==> src/rtl/myc64_prg_loader_if.sv <==
// ----------------------------------------------------------------------------
// myc64_prg_loader_if
// Groups the PRG loader's byte-stream input, C64 write port and status
// outputs into one bundle.
//   slave  : the loader side (consumes stream, drives write port and status)
//   master : the source/core side (drives stream and i_ext_ready)
// Signals:
//   i_data/i_valid/i_last   byte stream in (beat = i_valid & o_ready)
//   o_ready                 loader accepts a byte this cycle
//   o_ext_we/addr/data      write request to the C64 core
//   i_ext_ready             one-cycle write completion pulse from the core
//   o_busy/o_done/o_err     file status; o_end_addr valid from o_done
// ----------------------------------------------------------------------------
interface myc64_prg_loader_if;
    logic [7:0]  i_data;
    logic        i_valid;
    logic        i_last;
    logic        o_ready;
    logic        o_ext_we;
    logic [15:0] o_ext_addr;
    logic [7:0]  o_ext_data;
    logic        i_ext_ready;
    logic        o_busy;
    logic        o_done;
    logic        o_err;
    logic [15:0] o_end_addr;

    modport slave (
        input  i_data, i_valid, i_last, i_ext_ready,
        output o_ready, o_ext_we, o_ext_addr, o_ext_data,
               o_busy, o_done, o_err, o_end_addr
    );

    modport master (
        output i_data, i_valid, i_last, i_ext_ready,
        input  o_ready, o_ext_we, o_ext_addr, o_ext_data,
               o_busy, o_done, o_err, o_end_addr
    );
endinterface

==> src/rtl/myc64_prg_loader.sv <==
// ----------------------------------------------------------------------------
// myc64_prg_loader
// Loads a C64 PRG file from a byte stream into the C64 core's memory.
// Byte 0/1 of the stream are the little-endian load address, every further
// byte is written to consecutive addresses (16-bit, wrapping silently).
// Each write is held until the core returns a one-cycle i_ext_ready pulse or
// TIMEOUT cycles elapse; a timed-out file is aborted and its remaining bytes
// are discarded up to i_last.
// Ports:
//   clk   system clock, rising edge
//   rst   asynchronous active-low reset
//   bus   myc64_prg_loader_if.slave (stream in, write port, status out)
// ----------------------------------------------------------------------------
module myc64_prg_loader #(
    parameter int TIMEOUT = 1023
) (
    input  logic               clk,
    input  logic               rst,
    myc64_prg_loader_if.slave  bus
);

    // Wait counter is at least 10 bits, wider if TIMEOUT needs it.
    localparam int CW = ($clog2(TIMEOUT + 1) > 10) ? $clog2(TIMEOUT + 1) : 10;
    localparam logic [CW-1:0] TMO_LAST = CW'(TIMEOUT - 1);

    typedef enum logic [2:0] {
        ADDR_LO,
        ADDR_HI,
        FETCH,
        WRITE,
        DRAIN
    } state_t;

    state_t          state_q, state_d;
    logic [15:0]     addr_q, addr_d;
    logic [7:0]      data_q, data_d;
    logic [15:0]     end_q, end_d;
    logic            last_q, last_d;
    logic            done_q, done_d;
    logic            err_q, err_d;
    logic [CW-1:0]   wcnt_q, wcnt_d;

    logic            rdy;
    logic            beat;

    // Every state except WRITE accepts stream bytes.
    assign rdy  = (state_q != WRITE);
    assign beat = bus.i_valid & rdy;

    always_comb begin
        state_d = state_q;
        addr_d  = addr_q;
        data_d  = data_q;
        end_d   = end_q;
        last_d  = last_q;
        wcnt_d  = wcnt_q;
        done_d  = 1'b0;
        err_d   = 1'b0;

        case (state_q)
            ADDR_LO: begin
                if (beat) begin
                    if (bus.i_last) begin
                        // One-byte file has no complete load address.
                        err_d = 1'b1;
                    end else begin
                        addr_d[7:0] = bus.i_data;
                        state_d     = ADDR_HI;
                    end
                end
            end
            ADDR_HI: begin
                if (beat) begin
                    addr_d[15:8] = bus.i_data;
                    if (bus.i_last) begin
                        // Empty payload: end address is the load address.
                        end_d   = {bus.i_data, addr_q[7:0]};
                        done_d  = 1'b1;
                        state_d = ADDR_LO;
                    end else begin
                        state_d = FETCH;
                    end
                end
            end
            FETCH: begin
                if (beat) begin
                    data_d  = bus.i_data;
                    last_d  = bus.i_last;
                    wcnt_d  = '0;
                    state_d = WRITE;
                end
            end
            WRITE: begin
                // A ready pulse on the final wait cycle still completes.
                if (bus.i_ext_ready) begin
                    addr_d = addr_q + 16'd1;
                    if (last_q) begin
                        end_d   = addr_q + 16'd1;
                        done_d  = 1'b1;
                        last_d  = 1'b0;
                        state_d = ADDR_LO;
                    end else begin
                        state_d = FETCH;
                    end
                end else if (wcnt_q == TMO_LAST) begin
                    err_d   = 1'b1;
                    last_d  = 1'b0;
                    state_d = last_q ? ADDR_LO : DRAIN;
                end else begin
                    wcnt_d = wcnt_q + 1'b1;
                end
            end
            DRAIN: begin
                if (beat && bus.i_last) begin
                    state_d = ADDR_LO;
                end
            end
            default: state_d = ADDR_LO;
        endcase
    end

    always_ff @(posedge clk or negedge rst) begin
        if (!rst) begin
            state_q <= ADDR_LO;
            addr_q  <= '0;
            data_q  <= '0;
            end_q   <= '0;
            last_q  <= 1'b0;
            done_q  <= 1'b0;
            err_q   <= 1'b0;
            wcnt_q  <= '0;
        end else begin
            state_q <= state_d;
            addr_q  <= addr_d;
            data_q  <= data_d;
            end_q   <= end_d;
            last_q  <= last_d;
            done_q  <= done_d;
            err_q   <= err_d;
            wcnt_q  <= wcnt_d;
        end
    end

    // Write enable decodes straight from the state register so reset drops
    // it without waiting for a clock edge.
    assign bus.o_ready    = rdy;
    assign bus.o_ext_we   = (state_q == WRITE);
    assign bus.o_ext_addr = addr_q;
    assign bus.o_ext_data = data_q;
    assign bus.o_busy     = (state_q != ADDR_LO);
    assign bus.o_done     = done_q;
    assign bus.o_err      = err_q;
    assign bus.o_end_addr = end_q;

endmodule

==> src/flat_wrapper.sv <==
// flat-port wrapper written by rule: the top's interface ports become plain ports
module myc64_prg_loader_flat 
#(
    parameter int TIMEOUT = 1023
)
  (clk, rst, bus_i_data, bus_i_valid, bus_i_last, bus_i_ext_ready, bus_o_ready, bus_o_ext_we, bus_o_ext_addr, bus_o_ext_data, bus_o_busy, bus_o_done, bus_o_err, bus_o_end_addr);
  myc64_prg_loader_if bus_i ();
  input  logic clk;
  input  logic rst;
  input wire logic [$bits(bus_i.i_data)-1:0] bus_i_data;
  input wire logic [$bits(bus_i.i_valid)-1:0] bus_i_valid;
  input wire logic [$bits(bus_i.i_last)-1:0] bus_i_last;
  input wire logic [$bits(bus_i.i_ext_ready)-1:0] bus_i_ext_ready;
  output wire logic [$bits(bus_i.o_ready)-1:0] bus_o_ready;
  output wire logic [$bits(bus_i.o_ext_we)-1:0] bus_o_ext_we;
  output wire logic [$bits(bus_i.o_ext_addr)-1:0] bus_o_ext_addr;
  output wire logic [$bits(bus_i.o_ext_data)-1:0] bus_o_ext_data;
  output wire logic [$bits(bus_i.o_busy)-1:0] bus_o_busy;
  output wire logic [$bits(bus_i.o_done)-1:0] bus_o_done;
  output wire logic [$bits(bus_i.o_err)-1:0] bus_o_err;
  output wire logic [$bits(bus_i.o_end_addr)-1:0] bus_o_end_addr;
  assign bus_i.i_data = bus_i_data;
  assign bus_i.i_valid = bus_i_valid;
  assign bus_i.i_last = bus_i_last;
  assign bus_i.i_ext_ready = bus_i_ext_ready;
  assign bus_o_ready = bus_i.o_ready;
  assign bus_o_ext_we = bus_i.o_ext_we;
  assign bus_o_ext_addr = bus_i.o_ext_addr;
  assign bus_o_ext_data = bus_i.o_ext_data;
  assign bus_o_busy = bus_i.o_busy;
  assign bus_o_done = bus_i.o_done;
  assign bus_o_err = bus_i.o_err;
  assign bus_o_end_addr = bus_i.o_end_addr;
  myc64_prg_loader #(.TIMEOUT(TIMEOUT)) u_core (.clk(clk), .rst(rst), .bus(bus_i));
endmodule
==> config.mk <==
export PLATFORM = sky130hd
export DESIGN_NAME = myc64_prg_loader_flat
export DESIGN_NICKNAME = d
export VERILOG_FILES = /design/src/rtl/myc64_prg_loader_if.sv /design/src/rtl/myc64_prg_loader.sv /design/src/flat_wrapper.sv
export SDC_FILE = /design/constraint.sdc
export NUM_CORES = 1
export LEC_CHECK = 0
export ABC_AREA = 1
export CAP_MARGIN = 15
export CORE_MARGIN = 2
export CORE_UTILIZATION = 52
export CTS_CLUSTER_DIAMETER = 50
export CTS_CLUSTER_SIZE = 16
export DETAILED_ROUTE_END_ITERATION = 10
export GPL_ROUTABILITY_DRIVEN = 0
export PLACE_DENSITY = 0.79
export SLEW_MARGIN = 5
export SYNTH_ARGS = -nofsm -noshare
export SYNTH_HDL_FRONTEND = slang
export SYNTH_SLANG_ARGS = --single-unit
export TNS_END_PERCENT = 50
==> constraint.sdc <==
create_clock -name clk -period 1.6 [get_ports clk]
set_input_delay 0.16 -clock clk [delete_from_list [all_inputs] [get_ports clk]]
set_output_delay 0.16 -clock clk [all_outputs]
set_load 0.01 [all_outputs]
==> flow_summary_export.csv, run 1 <==
group,metric,value,unit
status,status,"complete, no violations",
worst_setup_path,worstPathArrival,1.41,ns
power,powerDensity,1830,nW/um^2
routing,vias_per_cell,5.41,
synth,yosysSeqAreaShare,0.468,
finish,final_cell_area,4100,sq um
floorplanning,die_w,79.9,microns
worst_hold_path,hold_path.class,"in2async",
finish,layoutNonFillerInstCount,565,
synth,syn_area,3000,sq um
power,p_sw_frac,0.424,
run,cap_violations,0,
power,max-vdd-ir-drop,0.00115,V
finish,finalNetCount,508,
grt,antenna_found_initial,0,
power,clkPwrFrac,0.107,
synth,syn_inst,404,
clocking,clock_path_buffers,2,
synth,synth.distinct_cells,28,
routing,drtAntennaViolNets,0,
clocking,clkTransAtPathRegs,0.10,ns
sta,grt_setup_unrepaired,"true",
sta,slew-limit-headroom,0.771,
finish,multiInputGateArea,1520,sq um
sta,fin_crit,1.57,ns
worst_setup_path,cp_max_fo,14,
power,intPower,4.33,mW
worst_setup_path,critPathBufInv,2,
sta,slew_viol_final,0,
worst_setup_path,worstPathCellList,"nor2_4, nand2_8, inv_2, clkdlybuf4s15_1",
routing,wl_per_cell,14.6,microns
power,combPwrFrac,0.556,
sta,setup_viol,0,
routing,first_pass_iters,5,
power,p_switching,3.18,mW
synth,synthMuxAreaShare,0,
sta,period_share,0.980,
worst_setup_path,max_stage_delay,0.44,ns
routing,vias,3055,
placement,hpwl,5.80,mm
floorplanning,pin_count,58,
worst_setup_path,crit_type,"reg2out",
routing,post-route-drc-count,0,
worst_setup_path,cpMaxStageDelayCell,"dfrtp_2",
routing,drtIter0Drc,270,
floorplanning,fp.dieH,79.9,microns
finish,final_common_cell,"nand2_1",
sta,fmax,0.638,GHz
grt,grt_pass1_vias,2824,
synth,synth_compound_area_frac,0.0823,
placement,postPlaceCellArea,3750,sq um
finish,mostFrequentLayoutCells,"nand2_1 (162), clkdlybuf4s50_1 (52), dfrtp_1 (52)",
finish,syn_to_final_growth,36.9,%
floorplanning,rows,27,
grt,grtUsageTotal,0.263,
sta,worst_pin_slew,0.341,ns
power,leakagePower,1.94,nW
floorplanning,dieArea,6380,sq um
floorplanning,initial_core_util,0.541,
synth,synth_warnings,0,
grt,overflow,0,
sta,skew,0.0142,ns
sta,tns,0,ns
synth,synthSimpleGateAreaFrac,0.360,
finish,drive_above_1_share,0.166,
sta,finalHoldViolations,0,
worst_setup_path,cp_top_family,"flip-flops",
finish,antennaDiodeCount,0,
grt,grt_pass1_wl,13.1,mm
routing,drt-total-wl,8.26,mm
sta,fin_ws,0.0319,ns
worst_setup_path,cp-end-kind,"output port",
clocking,cts_root_buffer,"clkbuf_8",
worst_setup_path,cp.required,1.44,ns
finish,fill_cells,426,
worst_setup_path,crit_path_start_kind,"register",
grt,grt_start_max_net_pins,57,
synth,synth_xor_area_frac,0.0175,
synth,postSynthAreaPerCell,7.41,sq um
synth,ys_ff_latch,56,
clocking,cts.sinks,56,
clocking,cts_tree,"built",
placement,portBuffers,57,
synth,synth_top_family_by_area,"simple AND/OR/NAND/NOR gates",
clocking,cts_made_buffers,5,
synth,synthAdderAreaFrac,0.0125,
placement,pre_cts_ws,-0.0226,ns
power,pwr-share-seq,0.337,
placement,dpl.cell_count,541,
clocking,clock_latency,0.32,ns
floorplanning,core_area,5540,sq um
synth,synth.net_count,420,
clocking,htreeDepth,2,
finish,seq_area,1410,sq um
-- repair_timing --
action	in CTS	in global routing
hold buffers	1	0
pin swaps	1	12
endpoints found under the setup margin	3	51
endpoints found under the hold margin	56	0
resized for setup	4	38
buffers inserted	2	12
cloned	0	1
-- per-layer routing --
layer,global-route usage,share of wire,vias up
li1,-,-,1474
met1,0.376,0.43,1423
met2,0.400,0.47,138
met3,0.0452,0.072,20
met4,0.0983,0.026,0
met5,0,0,-
-- power by group through the flow --
| stage | logic (mW) | clock network [mW] | registers, mW |
|---|---|---|---|
| floorplan | 1.71 | 0 | 2.70 |
| global placement | 3.57 | 0 | 2.53 |
| detailed placement | 3.68 | 0 | 2.53 |
| CTS | 3.75 | 0.807 | 2.52 |
| global route | 4.58 | 0.878 | 2.61 |
| finish | 4.18 | 0.804 | 2.53 |
-- path summary, 6_finish.rpt --
kind / from / end / slack (ns) / depth (start not counted)
max in group asynchronous: rst / u_core.bus.o_ext_addr[4]$_DFFE_PN0P_ / 0.95 / 3
setup reg to reg: u_core.state_q[2]$_DFFE_PN0P_ / u_core.bus.o_ext_addr[4]$_DFFE_PN0P_ / 0.07 / 9
hold reg to reg: u_core.bus.o_ext_data[2]$_DFFE_PN0P_ / u_core.bus.o_ext_data[2]$_DFFE_PN0P_ / 0.49 / 2
min in group clk: bus_i_data[6] / u_core.bus.o_ext_data[6]$_DFFE_PN0P_ / 0.46 / 3
hold / removal: rst / u_core.wcnt_q[7]$_DFFE_PN0P_ / 0.36 / 3
setup / recovery: u_core.state_q[2]$_DFFE_PN0P_ / bus_o_ext_we / 0.03 / 4
-- synth_stat cells --
cell type,count,area (sq um)
nand2_1,170,638
dfrtp_1,56,1400
nand3_1,33,165
nor2_1,28,105
inv_1,26,97.6
o21ai_0,15,75.1
o21ai_1,14,70.1
a31oi_1,8,50.1
nand4_1,7,43.8
inv_2,5,18.8
nor2_2,5,31.3
xor2_1,5,43.8
nor2_4,4,45.0
o21bai_1,4,30.0
a21oi_1,3,15.0
buf_4,3,22.5
ha_1,3,37.5
buf_2,2,10.0
buf_6,2,22.5
nand2_2,2,12.5
nor3_1,2,10.0
buf_1,1,3.75
clkbuf_1,1,3.75
nand2_4,1,11.3
nor3_2,1,10.0
o22ai_1,1,6.26
or2_2,1,6.26
xnor2_1,1,8.76
-- worst reg2reg max path: stages (launching register included) --
cell	delay, ns
dfrtp_2	0.44
buf_4	0.15
nor2_4	0.16
buf_4	0.14
nand3_2	0.08
nand2_2	0.12
nor2_4	0.06
buf_12	0.14
nand2_1	0.07
nand2_1	0.06
-- stage by stage --
| step | utilization | power, mW | hold slack (ns) |
|---|---|---|---|
| 2_1_floorplan | - | 4.41 | -0.136 |
| 3_5_place_dp | 0.678 | 6.21 | 0.177 |
| 4_1_cts | 0.701 | 7.08 | 0.379 |
| 6_report | 0.740 | 7.52 | 0.360 |
| 3_3_place_gp | 0.678 | 6.10 | 0.180 |
| 5_1_grt | 0.740 | 8.06 | 0.409 |
-- registers in the layout, summed over array words and instances, names as in the netlist --
name and cells:
u_core.bus.o_end_addr 16, u_core.bus.o_ext_addr 16, u_core.wcnt_q 10, u_core.bus.o_ext_data 8, u_core.state_q 3, u_core.bus.o_done 1
u_core.bus.o_err 1, u_core.last_q 1
-- cell type report --
type	count	area share
clock buffer	5	0.0168
clock inverter	3	0.00580
inverter	31	0.0284
multi-input combinational	308	0.370
sequential	56	0.343
tap	72	0.0220
timing repair buffer	90	0.214
-- logic make-up after synthesis --
| group | after synthesis |
|---|---|
| fa+ha+maj | 3 |
| xor+xnor | 6 |
| flops | 56 |
| compound gates | 45 |
| simple gates | 254 |
| buf+inv | 40 |
(Power assumes the default switching activity.)
==> run 2, diff against run 1 <==
--- a/config.mk
+++ b/config.mk
@@ -8,12 +8,12 @@
 export ABC_AREA = 1
 export CAP_MARGIN = 15
 export CORE_MARGIN = 2
-export CORE_UTILIZATION = 52
+export CORE_UTILIZATION = 45
 export CTS_CLUSTER_DIAMETER = 50
 export CTS_CLUSTER_SIZE = 16
 export DETAILED_ROUTE_END_ITERATION = 10
 export GPL_ROUTABILITY_DRIVEN = 0
-export PLACE_DENSITY = 0.79
+export PLACE_DENSITY = 0.7
 export SLEW_MARGIN = 5
 export SYNTH_ARGS = -nofsm -noshare
 export SYNTH_HDL_FRONTEND = slang
==> run 2 against run 1 <==
Effect of this change:
- via count shrank 2.9%
- combinational power shrank 5%
- fmax shrank 0.47%
- flip-flop and latch count is the same
- register-to-register slack lost 0.03 ns
- non-clock buffer count shrank 3
- cell count grew 0.53%
- largest power group unchanged
- highest routed layer unchanged
==> flow_summary_export.csv, run 2 (synthesis results as in run 1) <==
group,metric,value,unit
sta,finalHoldViolations,0,
routing,vias,2967,
finish,seq_area,1410,sq um
worst_hold_path,hold_path.class,"in2async",
routing,post-route-drc-count,0,
worst_setup_path,critPathBufInv,2,
power,powerDensity,1810,nW/um^2
routing,vias_per_cell,5.22,
grt,grtUsageTotal,0.231,
worst_setup_path,cp_top_family,"buffers and inverters",
worst_setup_path,cpMaxStageDelayCell,"dfrtp_1",
worst_setup_path,cp.required,1.44,ns
grt,grt_start_max_net_pins,30,
clocking,clock_latency,0.31,ns
sta,slew_viol_final,0,
clocking,clock_path_buffers,2,
floorplanning,pin_count,58,
worst_setup_path,crit_type,"reg2out",
grt,antenna_found_initial,0,
finish,multiInputGateArea,1500,sq um
sta,grt_setup_unrepaired,"true",
finish,fill_cells,586,
worst_setup_path,crit_path_start_kind,"register",
grt,grt_pass1_wl,13.4,mm
worst_setup_path,cp-end-kind,"output port",
run,cap_violations,0,
sta,fmax,0.635,GHz
sta,fin_ws,0.0245,ns
sta,slew-limit-headroom,0.645,
worst_setup_path,rr_worst_depth,10,
worst_setup_path,worstPathArrival,1.42,ns
sta,period_share,0.985,
floorplanning,rows,29,
routing,drtIter0Drc,166,
power,leakagePower,1.96,nW
placement,pre_cts_ws,0.00137,ns
finish,syn_to_final_growth,34.9,%
placement,hpwl,6.26,mm
floorplanning,fp.dieH,85.6,microns
worst_setup_path,worstPathCellList,"inv_2, nor2_4, nand2_4, dlygate4sd2_1",
clocking,cts_tree,"built",
clocking,cts_root_buffer,"clkbuf_8",
worst_setup_path,max_stage_delay,0.41,ns
sta,worst_pin_slew,0.533,ns
finish,antennaDiodeCount,0,
sta,skew,0.00934,ns
worst_setup_path,cp_max_fo,6,
grt,grt_pass1_vias,2756,
floorplanning,dieArea,7320,sq um
floorplanning,initial_core_util,0.469,
sta,fin_crit,1.58,ns
placement,portBuffers,57,
power,max-vdd-ir-drop,0.00109,V
finish,drive_above_1_share,0.163,
finish,mostFrequentLayoutCells,"nand2_1 (157), dfrtp_1 (53), clkdlybuf4s50_1 (48)",
sta,tns,0,ns
clocking,cts.sinks,56,
finish,final_common_cell,"nand2_1",
floorplanning,die_w,85.6,microns
worst_setup_path,path_depth,4,
floorplanning,core_area,6390,sq um
clocking,cts_made_buffers,5,
clocking,htreeDepth,2,
routing,drtAntennaViolNets,0,
grt,overflow,0,
status,status,"complete, no violations",
routing,drt-total-wl,8.34,mm
routing,wl_per_cell,14.7,microns
clocking,clkTransAtPathRegs,0.11,ns
sta,setup_viol,0,
routing,first_pass_iters,5,
finish,finalNetCount,506,
run 2: routing by layer:
metal | wire length [microns] | share of wire | track usage
met1 | 3890 | 0.47 | 0.330
met5 | 0 | 0 | 0
met2 | 3880 | 0.46 | 0.362
met4 | 127 | 0.015 | 0.0765
met3 | 445 | 0.053 | 0.0366
run 2: power by group:
part           total (mW)  switching (mW)  leakage, nW  internal (mW)
sequential           2.51           0.511        0.703           2.00
clock               0.823           0.502       0.0487          0.321
combinational        3.99            2.11         1.21           1.88
run 2: area by class of cell:
cell class                 count  area share
multi-input combinational    309       0.372
sequential                    56       0.348
timing repair buffer          87       0.204
inverter                      31      0.0294
tap                           77      0.0238
clock buffer                   5      0.0170
clock inverter                 3     0.00650
run 2: path summary, 6_finish.rpt:
| kind | from | endpoint | slack, ns |
|---|---|---|---|
| worst max-delay path | u_core.state_q[0]$_DFFE_PN0P_ | bus_o_ready | 0.02 |
| worst min-delay path | rst | u_core.bus.o_ext_data[4]$_DFFE_PN0P_ | 0.35 |
| worst max register to register | u_core.state_q[0]$_DFFE_PN0P_ | u_core.bus.o_ext_addr[3]$_DFFE_PN0P_ | 0.04 |
| worst min register to register | u_core.bus.o_ext_data[2]$_DFFE_PN0P_ | u_core.bus.o_ext_data[2]$_DFFE_PN0P_ | 0.48 |
| max in group asynchronous | rst | u_core.bus.o_ext_addr[3]$_DFFE_PN0P_ | 0.68 |
| min in group clk | bus_i_data[6] | u_core.bus.o_ext_data[6]$_DFFE_PN0P_ | 0.43 |
run 2: per-stage QoR:
stage | instances | total power, mW | hold slack [ns] | utilization | area, sq um
2_1_floorplan | 404 | 4.41 | -0.136 | - | 3000
3_3_place_gp | 553 | 6.22 | 0.161 | 0.595 | 3800
3_5_place_dp | 553 | 6.31 | 0.165 | 0.595 | 3800
4_1_cts | 562 | 7.12 | 0.365 | 0.612 | 3910
5_1_grt | 568 | 7.90 | 0.394 | 0.633 | 4040
6_report | 568 | 7.32 | 0.354 | 0.633 | 4040
run 2: repair_timing:
action | CTS | global route
pin swaps | 0 | 12
resized for setup | 9 | 36
endpoints found under the hold margin | 20 | 0
gates cloned | 0 | 1
hold buffers | 1 | 0
setup buffers | 0 | 5
endpoints found under the setup margin | 5 | 33
==> run 3, diff against run 2 <==
--- a/config.mk
+++ b/config.mk
@@ -5,7 +5,6 @@
 export SDC_FILE = /design/constraint.sdc
 export NUM_CORES = 1
 export LEC_CHECK = 0
-export ABC_AREA = 1
 export CAP_MARGIN = 15
 export CORE_MARGIN = 2
 export CORE_UTILIZATION = 45
==> run 3 against run 2 <==
Effect of this change:
- setup slack got worse by 0.10 ns
- power rose by 5.0%
- register-to-register slack got worse by 0.12 ns
- sequential share of layout area fell by 2.9 points
- clock skew fell by 0.0057 ns
- the run now ends with setup timing left
==> flow_summary_export.csv, run 3 <==
group,metric,value,unit
synth,syn_area,3040,sq um
synth,synthTopCellsByArea,"dfrtp_1 (46%), nand2_1 (8.5%), o31ai_1 (4.4%)",
worst_setup_path,cp-end-kind,"register",
clocking,clkTransAtPathRegs,0.10,ns
finish,layoutNonFillerInstCount,509,
sta,grt_setup_unrepaired,"true",
status,status,"finished, violations left",
worst_setup_path,r2r_slack,-0.08,ns
power,leakagePower,1.96,nW
worst_setup_path,cp.required,1.86,ns
grt,grt_pass1_wl,13.3,mm
worst_setup_path,rr_worst_depth,5,
clocking,cts_made_buffers,5,
floorplanning,rows,29,
floorplanning,die_w,86.3,microns
clocking,clock_latency,0.31,ns
grt,grtUsageTotal,0.226,
grt,antenna_found_initial,0,
worst_setup_path,rr_endpoint,"u_core.wcnt_q[6]$_DFFE_PN0P_",
grt,grt_start_max_net_pins,57,
power,clkPwrFrac,0.105,
synth,async_flop_share,1.00,
clocking,clock_path_buffers,2,
worst_setup_path,timing.rr.start,"u_core.state_q[2]$_DFFE_PN0P_",
sta,slew_viol_final,0,
sta,fin_ws,-0.0797,ns
power,intPower,4.57,mW
sta,slew-limit-headroom,0.780,
power,powerDensity,1740,nW/um^2
floorplanning,fp.dieH,86.3,microns
run,cap_violations,0,
finish,drive_above_1_share,0.264,
status,violations,"setup timing",
worst_hold_path,hold_path.class,"in2async",
floorplanning,dieArea,7440,sq um
clocking,cts_tree,"built",
grt,grt_pass1_vias,2710,
power,pwr-share-seq,0.318,
synth,synthTopCellsByCount,"nand2_1 (69), dfrtp_1 (56), o31ai_1 (18), nor2_1 (16)",
synth,synth_top_area_cell,"dfrtp_1",
worst_setup_path,crit_path_start_kind,"register",
clocking,cts_root_buffer,"clkbuf_8",
finish,final_common_cell,"nand2_1",
grt,overflow,0,
routing,drt-total-wl,8.39,mm
sta,skew,0.00368,ns
clocking,htreeDepth,2,
synth,postSynthAreaPerCell,9.28,sq um
synth,synth_warnings,0,
worst_setup_path,worstPathArrival,1.94,ns
synth,ys_ff_latch,56,
sta,tns,-0.686,ns
finish,antennaDiodeCount,0,
routing,drtIter0Drc,132,
synth,synth.net_count,344,
synth,yosysSeqAreaShare,0.460,
routing,vias_per_cell,5.64,
placement,portBuffers,57,
worst_setup_path,crit_type,"reg2reg",
sta,setup_viol,15,
worst_setup_path,cp_max_fo,4,
placement,hpwl,5.60,mm
floorplanning,pin_count,58,
finish,mostFrequentLayoutCells,"nand2_1 (68), dfrtp_1 (54), buf_4 (44), clkdlybuf4s50_1 (44), o31ai_1 (18)",
routing,drtAntennaViolNets,0,
floorplanning,initial_core_util,0.471,
power,p_sw_frac,0.405,
finish,syn_to_final_growth,44.9,%
routing,wl_per_cell,16.5,microns
routing,post-route-drc-count,0,
placement,dpl.cell_count,484,
power,totalPowerFinal,7.69,mW
finish,finalNetCount,447,
floorplanning,core_area,6460,sq um
power,max-vdd-ir-drop,0.000846,V
clocking,cts.sinks,56,
routing,vias,2873,
sta,period_share,1.05,
sta,finalHoldViolations,0,
power,combPwrFrac,0.577,
sta,worst_pin_slew,0.329,ns
power,p_switching,3.11,mW
sta,fmax,0.595,GHz
sta,fin_crit,1.68,ns
synth,synth_edf_count,0,
synth,syn_inst,328,
synth,yosys.area.top_type_share,0.460,
synth,synth.distinct_cells,56,
synth,yosys_most_used_dff,"dfrtp_1",
synth,synthMostInstantiatedCell,"nand2_1",
routing,first_pass_iters,4,
## run 3: changes by cell type in the layout (fill, tap and decap cells not counted), moves of 14 or more
cell	before	now
o31ai_1	0	18
buf_4	25	44
nor2_1	26	12
inv_1	26	8
nand3_1	32	10
nand2_1	157	68
nand2_2	15	1
## run 3: kinds of logic (layout without fill, tap and decap cells)
logic type                 Yosys count  in the layout  synth area share
AOI/OAI and AO/OA                   82             82             0.190
xor gates and xnor gates             9              9            0.0259
adders and majority gates            3              3            0.0123
buffers and inverters               28            132            0.0440
DFF                                 56             56             0.460
muxes                                7              7            0.0238
and+or+nand+nor                    143            143             0.243
## run 3: layout make-up
type / instances / area (sq um)
multi-input cells: 244 / 1690
repair buffers: 114 / 1090
fillers: 508 / 2050
flip-flops and latches: 56 / 1400
inverters: 10 / 40.0
clock buffers: 8 / 90.1
well taps: 77 / 96.3
## run 3: worst max path at each step
stage | start | endpoint | cells after the start
floorplan | u_core.state_q[1]$_DFFE_PN0P_ | u_core.bus.o_ext_addr[2]$_DFFE_PN0P_ | 4
global placement | bus_i_valid | u_core.bus.o_ext_addr[5]$_DFFE_PN0P_ | 6
detailed placement | bus_i_valid | u_core.bus.o_ext_addr[3]$_DFFE_PN0P_ | 6
CTS | u_core.wcnt_q[0]$_DFFE_PN0P_ | u_core.state_q[0]$_DFFE_PN0P_ | 7
global route | u_core.state_q[1]$_DFFE_PN0P_ | u_core.bus.o_ext_addr[7]$_DFFE_PN0P_ | 6
finish | u_core.state_q[2]$_DFFE_PN0P_ | u_core.wcnt_q[6]$_DFFE_PN0P_ | 5
## run 3: repair_timing
item | 4_1_cts | 5_1_grt
pin swaps | 5 | 11
endpoints found under the setup margin | 22 | 64
resized for setup | 31 | 40
hold endpoints to repair | 56 | 0
cloned | 1 | 1
buffers inserted | 9 | 7
hold buffers | 1 | 0
## run 3: worst max-delay path: stages (launching register included)
cell and delay (ns):
dfrtp_1 0.43, and4bb_2 0.39, o31ai_4 0.12, buf_4 0.16, or4_4 0.46, nand2_1 0.07
## run 3: routing by layer
| metal | vias up | GRT usage | share of wire |
|---|---|---|---|
| met3 | 20 | 0.0467 | 0.037 |
| met1 | 1401 | 0.302 | 0.45 |
| li1 | 1386 | - | - |
| met2 | 66 | 0.362 | 0.49 |
| met4 | 0 | 0.0866 | 0.025 |
| met5 | - | 0 | 0 |
## run 3: power by group through the flow
stage / combinational, mW / sequential [mW] / clock (mW)
after global routing: 4.80 / 2.52 / 0.877
after detailed placement: 3.96 / 2.44 / 0
after floorplan: 1.71 / 2.68 / 0
after CTS: 4.18 / 2.42 / 0.828
final: 4.43 / 2.44 / 0.809
after global placement: 3.88 / 2.42 / 0
## run 3: metrics by stage
stage	area, sq um	setup slack (ns)	util	hold slack, ns
final	4410	-0.0797	0.683	0.374
after global routing	4410	-0.158	0.683	0.425
after CTS	4240	-0.113	0.656	0.391
after detailed placement	3980	-0.214	0.617	0.187
after global placement	3980	-0.173	0.617	0.186
after floorplan	3050	0.00818	-	-0.136
